--- src/rtl/ddmtd_meas_ctrl_if.sv ---
// Host-side control/result bundle for the DDMTD measurement sequencer.
// The master drives start/abort/configuration and the result ready strobe;
// the slave (the sequencer) returns busy, the result handshake and timeout.
interface ddmtd_meas_ctrl_if #(
    parameter int COUNTER_BIT_WIDTH = 16,
    parameter int TIMEOUT_BIT_WIDTH = 24
);
    logic                                start_i;
    logic                                abort_i;
    logic [15:0]                         threshold_cfg_i;
    logic [TIMEOUT_BIT_WIDTH-1:0]        timeout_cfg_i;
    logic                                busy_o;
    logic signed [COUNTER_BIT_WIDTH-1:0] result_o;
    logic [COUNTER_BIT_WIDTH-1:0]        result_pkpk_o;
    logic                                result_valid_o;
    logic                                result_ready_i;
    logic                                timeout_o;

    modport master (
        output start_i, abort_i, threshold_cfg_i, timeout_cfg_i, result_ready_i,
        input  busy_o, result_o, result_pkpk_o, result_valid_o, timeout_o
    );

    modport slave (
        input  start_i, abort_i, threshold_cfg_i, timeout_cfg_i, result_ready_i,
        output busy_o, result_o, result_pkpk_o, result_valid_o, timeout_o
    );
endinterface

--- src/rtl/ddmtd_meas_ctrl.sv ---
// DDMTD measurement sequencer (clk_ddmtd_i domain).
// Flushes the DDMTD core, drops the first partial tag pairing, then averages
// 2^AVG_LOG2 phase samples relative to the first one so that phase wrap at
// +/-2^(N-1) does not corrupt the mean. Result leaves via valid/ready.
// Optional feature macro: DDMTD_MEAS_MINMAX_EN builds the min/max tracking
// behind result_pkpk_o; without it result_pkpk_o is tied to 0.
module ddmtd_meas_ctrl #(
    parameter int          COUNTER_BIT_WIDTH = 16,
    parameter int          AVG_LOG2          = 4,
    parameter int          TIMEOUT_BIT_WIDTH = 24,
    parameter logic [15:0] RESET_THRESHOLD   = 16'd100
) (
    input  logic                                clk_ddmtd_i,
    input  logic                                rst_n_ddmtdclk_i,
    input  logic signed [COUNTER_BIT_WIDTH-1:0] phase_diff_i,
    input  logic                                phase_diff_p_i,
    output logic [15:0]                         deglitch_threshold_o,
    output logic                                ddmtd_rst_n_o,
    ddmtd_meas_ctrl_if.slave                    host
);
    localparam int N  = COUNTER_BIT_WIDTH;
    localparam int SW = N + AVG_LOG2;
    localparam int CW = AVG_LOG2 + 1;
    localparam int TW = TIMEOUT_BIT_WIDTH;
    localparam logic [CW-1:0] LAST_IDX = CW'((1 << AVG_LOG2) - 1);

    typedef enum logic [2:0] {
        IDLE    = 3'd0,
        FLUSH   = 3'd1,
        DISCARD = 3'd2,
        ACCUM   = 3'd3,
        DONE    = 3'd4
    } state_t;

    state_t state_reg, state_next;

    logic [1:0]          flush_cnt_reg;
    logic [TW-1:0]       tmo_cnt_reg, tmo_cnt_next;
    logic [CW-1:0]       smp_cnt_reg;
    logic signed [N-1:0] ref_reg;
    logic signed [SW-1:0] acc_reg;
    logic signed [N-1:0] result_reg;
    logic [15:0]         thr_reg;
    logic                busy_reg, valid_reg, ddmtd_rst_n_reg, timeout_reg;

    logic                start_acc, sample_acc, tmo_fire, tmo_hit, last_sample, in_wait;
    logic signed [N-1:0] ref_sel, delta, result_calc;
    logic signed [SW-1:0] acc_sum;

    // Sample arithmetic: delta against the reference (the sample itself for
    // the first one, giving 0), widened accumulator sum and floored mean.
    always_comb begin
        ref_sel     = (smp_cnt_reg == '0) ? phase_diff_i : ref_reg;
        delta       = phase_diff_i - ref_sel;
        acc_sum     = acc_reg + $signed({{AVG_LOG2{delta[N-1]}}, delta});
        result_calc = ref_sel + N'(acc_sum >>> AVG_LOG2);
    end

    // State register.
    always_ff @(posedge clk_ddmtd_i or negedge rst_n_ddmtdclk_i) begin
        if (!rst_n_ddmtdclk_i) state_reg <= IDLE;
        else                   state_reg <= state_next;
    end

    // Next-state logic and datapath strobes; abort overrides everything.
    always_comb begin
        state_next  = state_reg;
        start_acc   = 1'b0;
        sample_acc  = 1'b0;
        tmo_fire    = 1'b0;
        last_sample = (smp_cnt_reg == LAST_IDX);
        in_wait     = (state_reg == DISCARD) || (state_reg == ACCUM);
        // A pulse on the terminal count is a sample, not a timeout.
        tmo_hit     = (host.timeout_cfg_i != '0) && (tmo_cnt_reg == host.timeout_cfg_i)
                      && !phase_diff_p_i;
        if (host.abort_i) begin
            state_next = IDLE;
        end else begin
            case (state_reg)
                IDLE: begin
                    if (host.start_i) begin
                        state_next = FLUSH;
                        start_acc  = 1'b1;
                    end
                end
                FLUSH: begin
                    if (flush_cnt_reg == 2'd3) state_next = DISCARD;
                end
                DISCARD: begin
                    if (phase_diff_p_i) begin
                        state_next = ACCUM;
                    end else if (tmo_hit) begin
                        state_next = IDLE;
                        tmo_fire   = 1'b1;
                    end
                end
                ACCUM: begin
                    if (phase_diff_p_i) begin
                        sample_acc = 1'b1;
                        if (last_sample) state_next = DONE;
                    end else if (tmo_hit) begin
                        state_next = IDLE;
                        tmo_fire   = 1'b1;
                    end
                end
                DONE: begin
                    if (valid_reg && host.result_ready_i) state_next = IDLE;
                end
                default: state_next = IDLE;
            endcase
        end
        // Inter-pulse timer restarts on every pulse and on any state change.
        if (!in_wait || (state_next != state_reg) || phase_diff_p_i) tmo_cnt_next = '0;
        else                                                         tmo_cnt_next = tmo_cnt_reg + TW'(1);
    end

    // Flush length counter, timeout counter and mean accumulator.
    always_ff @(posedge clk_ddmtd_i or negedge rst_n_ddmtdclk_i) begin
        if (!rst_n_ddmtdclk_i) begin
            flush_cnt_reg <= '0;
            tmo_cnt_reg   <= '0;
            smp_cnt_reg   <= '0;
            ref_reg       <= '0;
            acc_reg       <= '0;
            result_reg    <= '0;
        end else begin
            flush_cnt_reg <= (state_reg == FLUSH) ? flush_cnt_reg + 2'd1 : 2'd0;
            tmo_cnt_reg   <= tmo_cnt_next;
            if (start_acc) begin
                smp_cnt_reg <= '0;
                acc_reg     <= '0;
            end else if (sample_acc) begin
                smp_cnt_reg <= smp_cnt_reg + CW'(1);
                ref_reg     <= ref_sel;
                acc_reg     <= acc_sum;
                if (last_sample) result_reg <= result_calc;
            end
        end
    end

    // Registered outputs, derived from the state being entered.
    always_ff @(posedge clk_ddmtd_i or negedge rst_n_ddmtdclk_i) begin
        if (!rst_n_ddmtdclk_i) begin
            busy_reg        <= 1'b0;
            valid_reg       <= 1'b0;
            ddmtd_rst_n_reg <= 1'b0;
            timeout_reg     <= 1'b0;
            thr_reg         <= RESET_THRESHOLD;
        end else begin
            busy_reg        <= (state_next == FLUSH) || (state_next == DISCARD)
                               || (state_next == ACCUM);
            valid_reg       <= (state_next == DONE);
            ddmtd_rst_n_reg <= (state_next != FLUSH);
            if (start_acc)     timeout_reg <= 1'b0;
            else if (tmo_fire) timeout_reg <= 1'b1;
            if (start_acc)     thr_reg <= host.threshold_cfg_i;
        end
    end

`ifdef DDMTD_MEAS_MINMAX_EN
    logic signed [N-1:0] min_reg, max_reg, min_new, max_new;
    logic [N-1:0]        pkpk_reg;

    // Running extremes of the deltas including the current sample.
    always_comb begin
        min_new = (delta < min_reg) ? delta : min_reg;
        max_new = (delta > max_reg) ? delta : max_reg;
    end

    // Min/max tracking; both start at 0, the first sample's delta.
    always_ff @(posedge clk_ddmtd_i or negedge rst_n_ddmtdclk_i) begin
        if (!rst_n_ddmtdclk_i) begin
            min_reg  <= '0;
            max_reg  <= '0;
            pkpk_reg <= '0;
        end else if (start_acc) begin
            min_reg <= '0;
            max_reg <= '0;
        end else if (sample_acc) begin
            min_reg <= min_new;
            max_reg <= max_new;
            if (last_sample) pkpk_reg <= max_new - min_new;
        end
    end

    assign host.result_pkpk_o = pkpk_reg;
`else
    assign host.result_pkpk_o = '0;
`endif

    assign deglitch_threshold_o = thr_reg;
    assign ddmtd_rst_n_o        = ddmtd_rst_n_reg;
    assign host.busy_o          = busy_reg;
    assign host.result_o        = result_reg;
    assign host.result_valid_o  = valid_reg;
    assign host.timeout_o       = timeout_reg;
endmodule

--- src/flat_wrapper.sv ---
// flat-port wrapper written by rule: the top's interface ports become plain ports
module ddmtd_meas_ctrl_flat 
#(
    parameter int          COUNTER_BIT_WIDTH = 16,
    parameter int          AVG_LOG2          = 4,
    parameter int          TIMEOUT_BIT_WIDTH = 24,
    parameter logic [15:0] RESET_THRESHOLD   = 16'd100
)
  (clk_ddmtd_i, rst_n_ddmtdclk_i, phase_diff_i, phase_diff_p_i, deglitch_threshold_o, ddmtd_rst_n_o, host_start_i, host_abort_i, host_threshold_cfg_i, host_timeout_cfg_i, host_result_ready_i, host_busy_o, host_result_o, host_result_pkpk_o, host_result_valid_o, host_timeout_o);
  ddmtd_meas_ctrl_if #(.COUNTER_BIT_WIDTH(COUNTER_BIT_WIDTH), .TIMEOUT_BIT_WIDTH(TIMEOUT_BIT_WIDTH)) host_i ();
  input  logic clk_ddmtd_i;
  input  logic rst_n_ddmtdclk_i;
  input  logic signed [COUNTER_BIT_WIDTH-1:0] phase_diff_i;
  input  logic phase_diff_p_i;
  output logic [15:0] deglitch_threshold_o;
  output logic ddmtd_rst_n_o;
  input wire logic [$bits(host_i.start_i)-1:0] host_start_i;
  input wire logic [$bits(host_i.abort_i)-1:0] host_abort_i;
  input wire logic [$bits(host_i.threshold_cfg_i)-1:0] host_threshold_cfg_i;
  input wire logic [$bits(host_i.timeout_cfg_i)-1:0] host_timeout_cfg_i;
  input wire logic [$bits(host_i.result_ready_i)-1:0] host_result_ready_i;
  output wire logic [$bits(host_i.busy_o)-1:0] host_busy_o;
  output wire logic [$bits(host_i.result_o)-1:0] host_result_o;
  output wire logic [$bits(host_i.result_pkpk_o)-1:0] host_result_pkpk_o;
  output wire logic [$bits(host_i.result_valid_o)-1:0] host_result_valid_o;
  output wire logic [$bits(host_i.timeout_o)-1:0] host_timeout_o;
  assign host_i.start_i = host_start_i;
  assign host_i.abort_i = host_abort_i;
  assign host_i.threshold_cfg_i = host_threshold_cfg_i;
  assign host_i.timeout_cfg_i = host_timeout_cfg_i;
  assign host_i.result_ready_i = host_result_ready_i;
  assign host_busy_o = host_i.busy_o;
  assign host_result_o = host_i.result_o;
  assign host_result_pkpk_o = host_i.result_pkpk_o;
  assign host_result_valid_o = host_i.result_valid_o;
  assign host_timeout_o = host_i.timeout_o;
  ddmtd_meas_ctrl #(.COUNTER_BIT_WIDTH(COUNTER_BIT_WIDTH), .AVG_LOG2(AVG_LOG2), .TIMEOUT_BIT_WIDTH(TIMEOUT_BIT_WIDTH), .RESET_THRESHOLD(RESET_THRESHOLD)) u_core (.clk_ddmtd_i(clk_ddmtd_i), .rst_n_ddmtdclk_i(rst_n_ddmtdclk_i), .phase_diff_i(phase_diff_i), .phase_diff_p_i(phase_diff_p_i), .deglitch_threshold_o(deglitch_threshold_o), .ddmtd_rst_n_o(ddmtd_rst_n_o), .host(host_i));
endmodule
--- config.mk ---
export PLATFORM = sky130hd
export DESIGN_NAME = ddmtd_meas_ctrl_flat
export DESIGN_NICKNAME = d
export VERILOG_FILES = /design/src/rtl/ddmtd_meas_ctrl_if.sv /design/src/rtl/ddmtd_meas_ctrl.sv /design/src/flat_wrapper.sv
export SDC_FILE = /design/constraint.sdc
export NUM_CORES = 1
export LEC_CHECK = 0
export CAP_MARGIN = 20
export CORE_UTILIZATION = 50
export DETAILED_ROUTE_END_ITERATION = 8
export PLACE_DENSITY_LB_ADDON = 0.2
export SKIP_LAST_GASP = 1
export SYNTH_ARGS = -nofsm -noshare
export SYNTH_HDL_FRONTEND = slang
export SYNTH_SLANG_ARGS = --single-unit
--- constraint.sdc ---
create_clock -name clk_ddmtd_i -period 8.7 [get_ports clk_ddmtd_i]
set_input_delay 1.74 -clock clk_ddmtd_i [delete_from_list [all_inputs] [get_ports clk_ddmtd_i]]
set_output_delay 1.74 -clock clk_ddmtd_i [all_outputs]
set_load 0.005 [all_outputs]
# Word level (Yosys, flattened, before mapping)

Cells that the tools add are included.

Latch bits: 0
Output and inout port bits: 52
Memory bits (read-only): 0
Flip-flop bits (word level): 106
Memories kept: 0
Bits in writable memories: 0
Input bits: 62

$lt $le $gt $ge: 0
Reduce and logical (&&, ||, !) cells: 18
Bitwise gates (word level): 1
$mul: 0
Div/mod/pow operators: 0
Add/subtract/negate cells: 6
Shifts and indexed selects: 0
Eq/ne operators: 13
Multiplexer cells: 28

Operators with widths:

| operator              | count |
|---|---|
| $mux 20               | 2 |
| $add 24x1->24 const B | 1 |
| $eq 24x24->1          | 1 |
| $mux 24               | 1 |
| $mux 3                | 8 |
| $reduce_bool 24->1    | 1 |
| $add 20x16->20        | 1 |
| $add 16x16->16        | 1 |
| $mux 16               | 1 |
| $sub 16x16->16        | 1 |
| $pmux 3 s5            | 1 |
| $eq 3x2->1 const B    | 4 |
| $mux 1                | 12 |
| $mux 5                | 2 |
| $eq 3x1->1 const B    | 2 |
| $eq 3x3->1 const B    | 2 |
| $add 5x1->5 const B   | 1 |
| $eq 5x4->1 const B    | 1 |
| $logic_not 5->1       | 1 |
| $logic_or 1x1->1      | 5 |
| $reduce_bool 2->1     | 2 |
| $logic_and 1x1->1     | 3 |
| $logic_not 3->1       | 1 |
| $ne 3x1->1 const B    | 1 |
| other kinds (9)       | 10 |

# Longest topological paths before layout

Word-level depth: 11
Gate-level depth with buffers: 37
Gate-level depth less buffers: 33

# Worst setup path after synthesis

No wires, ideal clock.

Path type: input -> register
From: input port phase_diff_i[0]
To: register u_core.result_reg[15], in the netlist u_core.host.result_o[15]
Library setup time: 0.129 ns
Data required time: 8.571 ns
Path buffers: 1
Slack: 1.674 ns
Stages: 31
Arrival time: 6.897 ns
Cells stage by stage: inv_1 o21ai_0 ha_1 inv_1 ha_1 clkbuf_1 inv_1 a222oi_1 o22ai_1 nand2_1 nor2_1 o21ai_0 xnor2_1 a21boi_0 ha_1 or3_1 or2_0 o211ai_1 a21boi_0 o21a_1 o21ai_0 nor2b_1 xnor2_1 ha_1 and3_1 a31oi_1 a21boi_0 a211o_1 a41o_1 xnor2_1 o21ai_1

Word-level cells in the longest chain between the ends: 4

RTL lines:

| item                        | line                   | RTL |
|---|---|---|
| start: declaration          | flat_wrapper.sv:13     | `input logic signed [COUNTER_BIT_WIDTH-1:0] phase_diff_i;` |
| $mux 16 *                   | ddmtd_meas_ctrl.sv:53  | `ref_sel = (smp_cnt_reg == '0) ? phase_diff_i : ref_reg;` |
| named net u_core.ref_sel[0] | ddmtd_meas_ctrl.sv:47  | `logic signed [N-1:0] ref_sel, delta, result_calc;` |
| $sub 16x16->16              | ddmtd_meas_ctrl.sv:54  | `delta = phase_diff_i - ref_sel;` |
| $add 20x16->20              | ddmtd_meas_ctrl.sv:55  | `acc_sum = acc_reg + $signed({{AVG_LOG2{delta[N-1]}}, delta});` |
| $add 16x16->16 *            | ddmtd_meas_ctrl.sv:56  | `result_calc = ref_sel + N'(acc_sum >>> AVG_LOG2);` |
| end signal: assignment      | ddmtd_meas_ctrl.sv:136 | `if (last_sample) result_reg <= result_calc;` |
| end: declaration            | ddmtd_meas_ctrl.sv:42  | `logic signed [N-1:0] result_reg;` |

The timed path passes the listed nets; every way through them passes the cells marked *.
A chain may end at the register's enable or synchronous reset.

# Worst setup path after layout

Ends and elaborated chain as after synthesis.

==> reports/results.tsv <==
stage	metric	value	unit
route	detail_route.drc_violations	0	
yosys	number_of_distinct_library_cells_after_synthesis	82	
route	drt_pass1_iterations	7	
critical_path	critPathMaxFanout	10	
critical_path	delay_heaviest_family_cp	compound AO/OA/AOI/OAI gates	
yosys	synth-adder-area-share	9.267	%
clocking	cts_resized	0	
yosys	synth_area_per_cell	8.689	µm²
clocking	numCtsBuffers	9	
clocking	clockRootBuffer	clkbuf_16	
yosys	post_synth_xor_xnor_area	10.93	%
sta	slew-limit-headroom	37.45	%
clocking	clock_transition_at_the_register_clock_pins_on_the_worst_setup_and_hold_paths_after_cts	80	ps
layout	post-route-util	60.80	%
yosys	yosys_register_bits	106	
yosys	dominant_combinational_cell_family_by_area_after_synthesis	simple AND/OR/NAND/NOR gates	
sta	min_period_over_period	87.79	%
outcome	outcome	complete, no violations	
die	ioPinCount	114	
clocking	cts_hold_buffers	0	
yosys	yosys.area.top_type	dfrtp_1	
critical_path	worstPathArrival	7850	ps
job	max_cap_viols	0	
layout	antenna-diode-count	0	
yosys	synth_sequential_area_ratio	35.38	%
grt	grt_start_max_net_pins	60	
yosys	synth_compound_area_share	17.07	%
yosys	yosysWarningCount	0	
sta	highest_attainable_clock_frequency	130.9	MHz
yosys	ys_dominant_reg_cell	dfrtp_1	
worst_hold_path	worstHoldStart	u_core.flush_cnt_reg[0]	
critical_path	cp_num_buf_inv	4	
route	drt_antenna_net_count	0	
critical_path	path_common_cell	ha_1	
sta	max_slew.worst_pin.slew	935.6	ps
critical_path	worst_r2r_startpoint	u_core.smp_cnt_reg[0]	
critical_path	timing.setup.critical_path_class	in2reg	
sta	final.min_clock_period	7638	ps
critical_path	crit-reg2reg-capture	u_core.host.result_o[15]	
placed_design	place.gp.congestion	0.8756	
yosys	ys_async_sr_fraction	100.0	%
yosys	synth_simple_gate_area_share	20.63	%
pwr	vdd_drop_max	0.00009258	V
critical_path	critical_path.endpoint_type	flop	
critical_path	worst_r2r_path_depth	33	
worst_hold_path	whs_endpoint	u_core.flush_cnt_reg[0]	
critical_path	critPathRequiredTime	8910	ps
sta	rsz0062_at_grt	false	
critical_path	cp_slowest_cell	a222oi_1	
placed_design	place.port_buffers	97	
yosys	syn-instance-count	864	
layout	layout-area-overhead-vs-synth	18.15	%
placed_design	place.detailed.hpwl	12630	µm
critical_path	start_kind	input pin	
yosys	synthDominantCellAreaShare	34.33	%
worst_hold_path	min_path_type	reg2reg	
critical_path	worstSetupStartpoint	phase_diff_i[0]	
route	routed-via-count	6234	
clocking	post_cts_setup_inserts	0	
clocking	number_of_h_tree_branching_levels	3	
clocking	cts_max_path_buffers	2	
route	wl_per_cell	14.94	µm
critical_path	cpPeakStageDelay	480	ps
die	design.core.area	14590	µm²
layout	largest_register_ffs	24	
critical_path	timing.reg2reg.setup_slack	1580	ps
die	initial_core_util	51.46	%
clocking	worst_skew_pair.late_latency	360	ps
die	chipWidth	124.5	µm
sta	sum_neg_setup_slack	0	ps
sta	final_hold_viol_count	0	
die	overall_die_height	124.5	µm
yosys	synth_edf_count	0	
clocking	tritoncts	built	
die	die-area	15510	µm²
route	drt_first_iter_violations	429	
clocking	tritoncts_num_sinks	106	
die	rows	44	
pwr	leakage	4.039	nW
grt	antenna_found_initial	0	
layout	design.final.nets	1061	
route	drt-total-wl	17010	µm
sta	fin_worst_skew	6.743	ps
grt	overflow	0	
grt	grtUsageTotal	22.82	%
route	avgViaCountPerCell	5.478	
sta	timing.final.max_slew_violations	0	
grt	grt_first_pass_wirelength	28890	µm
layout	layout-drive-gt1-share	5.556	%
pwr	pwr_density_cell	146.5	nW/µm²
sta	hold-worst-slack	441.3	ps
yosys	ys_top_cells_by_area	dfrtp_1, ha_1, nand2_1	
sta	timing.final.setup_violations	0	
yosys	mappedNetlistArea	7507	µm²
yosys	synth.mux.area_fraction	1.933	%
grt	vias_in_the_first_global_route	5970	
worst_hold_path	holdPathStages	1	
-- layout make-up --
type	instances	area (µm²)
flip-flops and latches	106	2656
inverters	33	123.9
clock buffers	11	242.7
repair buffers	102	1006
fillers	1287	5719
multi-input cells	697	4566
clock inverters	5	45.04
well taps	184	230.2
-- stage by stage --
stage	power, W	cell area, µm²	setup WS (ps)	std cells
6_report	0.001300	8870	1062	1138
5_1_grt	0.001375	8870	503.1	1138
4_1_cts	0.001312	8870	1085	1138
3_5_place_dp	0.0009050	8582	778.7	1122
3_3_place_gp	0.0009025	8582	925.8	1122
2_1_floorplan	0.0007854	7564	1674	879
-- where the power goes --
group | leakage, nW | switching [W] | internal, W
Clock | 0.139 | 0.000196 | 0.000207
Sequential | 1.43 | 0.0000105 | 0.000512
Combinational | 2.47 | 0.000197 | 0.000177
-- how the worst max path moves through the flow --
stage,cells past startpoint,end,slack (ps)
floorplan,31,u_core.host.result_o[15],1670
global placement,31,u_core.host.result_o[15],930
detailed placement,31,u_core.host.result_o[15],780
CTS,31,u_core.host.result_o[15],1080
global route,31,u_core.host.result_o[11],500
finish,31,u_core.host.result_o[15],1060
-- synthesized netlist by cell type, drive strengths merged, types with 15 or more instances --
cell / number
nand3: 25
dfrtp: 103
inv: 33
a21oi: 40
a22o: 15
nand2: 131
ha: 49
clkbuf: 22
buf: 21
o21ai: 60
nor2: 84
nor3: 15
xor2: 49
xnor2: 43
-- placed cells by master, fill, tap and decap left out, drive strengths merged, types with 15 or more instances in the layout --
master,n
dfrtp,103
ha,49
nor2,84
inv,36
nor3,15
nand3,25
clkdlybuf4s50,96
xnor2,43
xor2,49
nand2,131
a21oi,40
conb,16
o21ai,60
a22o,15
-- kinds of logic after synthesis --
group           Yosys count
buf+inv                  76
flops                   106
compound gates          187
simple gates            332
other cells               1
fa+ha+maj                56
xor+xnor                 92
mux                      14
-- worst reg2reg max path, delay by kind of cell (launching register included) --
family                     cells  cell delay [ps]
AOI/OAI and AO/OA             14             2740
adders and majority gates      5             1340
and+or+nand+nor                8             1810
xor gates and xnor gates       3              450
buffers and inverters          3              240
DFF                            1              430
-- metal layers --
metal	vias to the layer above	track usage (%)	share of wire (%)
met5	-	0	0
met2	158	36.82	45
met4	0	6.308	1.5
met1	2878	31.59	49
met3	19	3.737	4.4
li1	3179	-	-
Note: power is estimated with default switching activity, not from simulation.
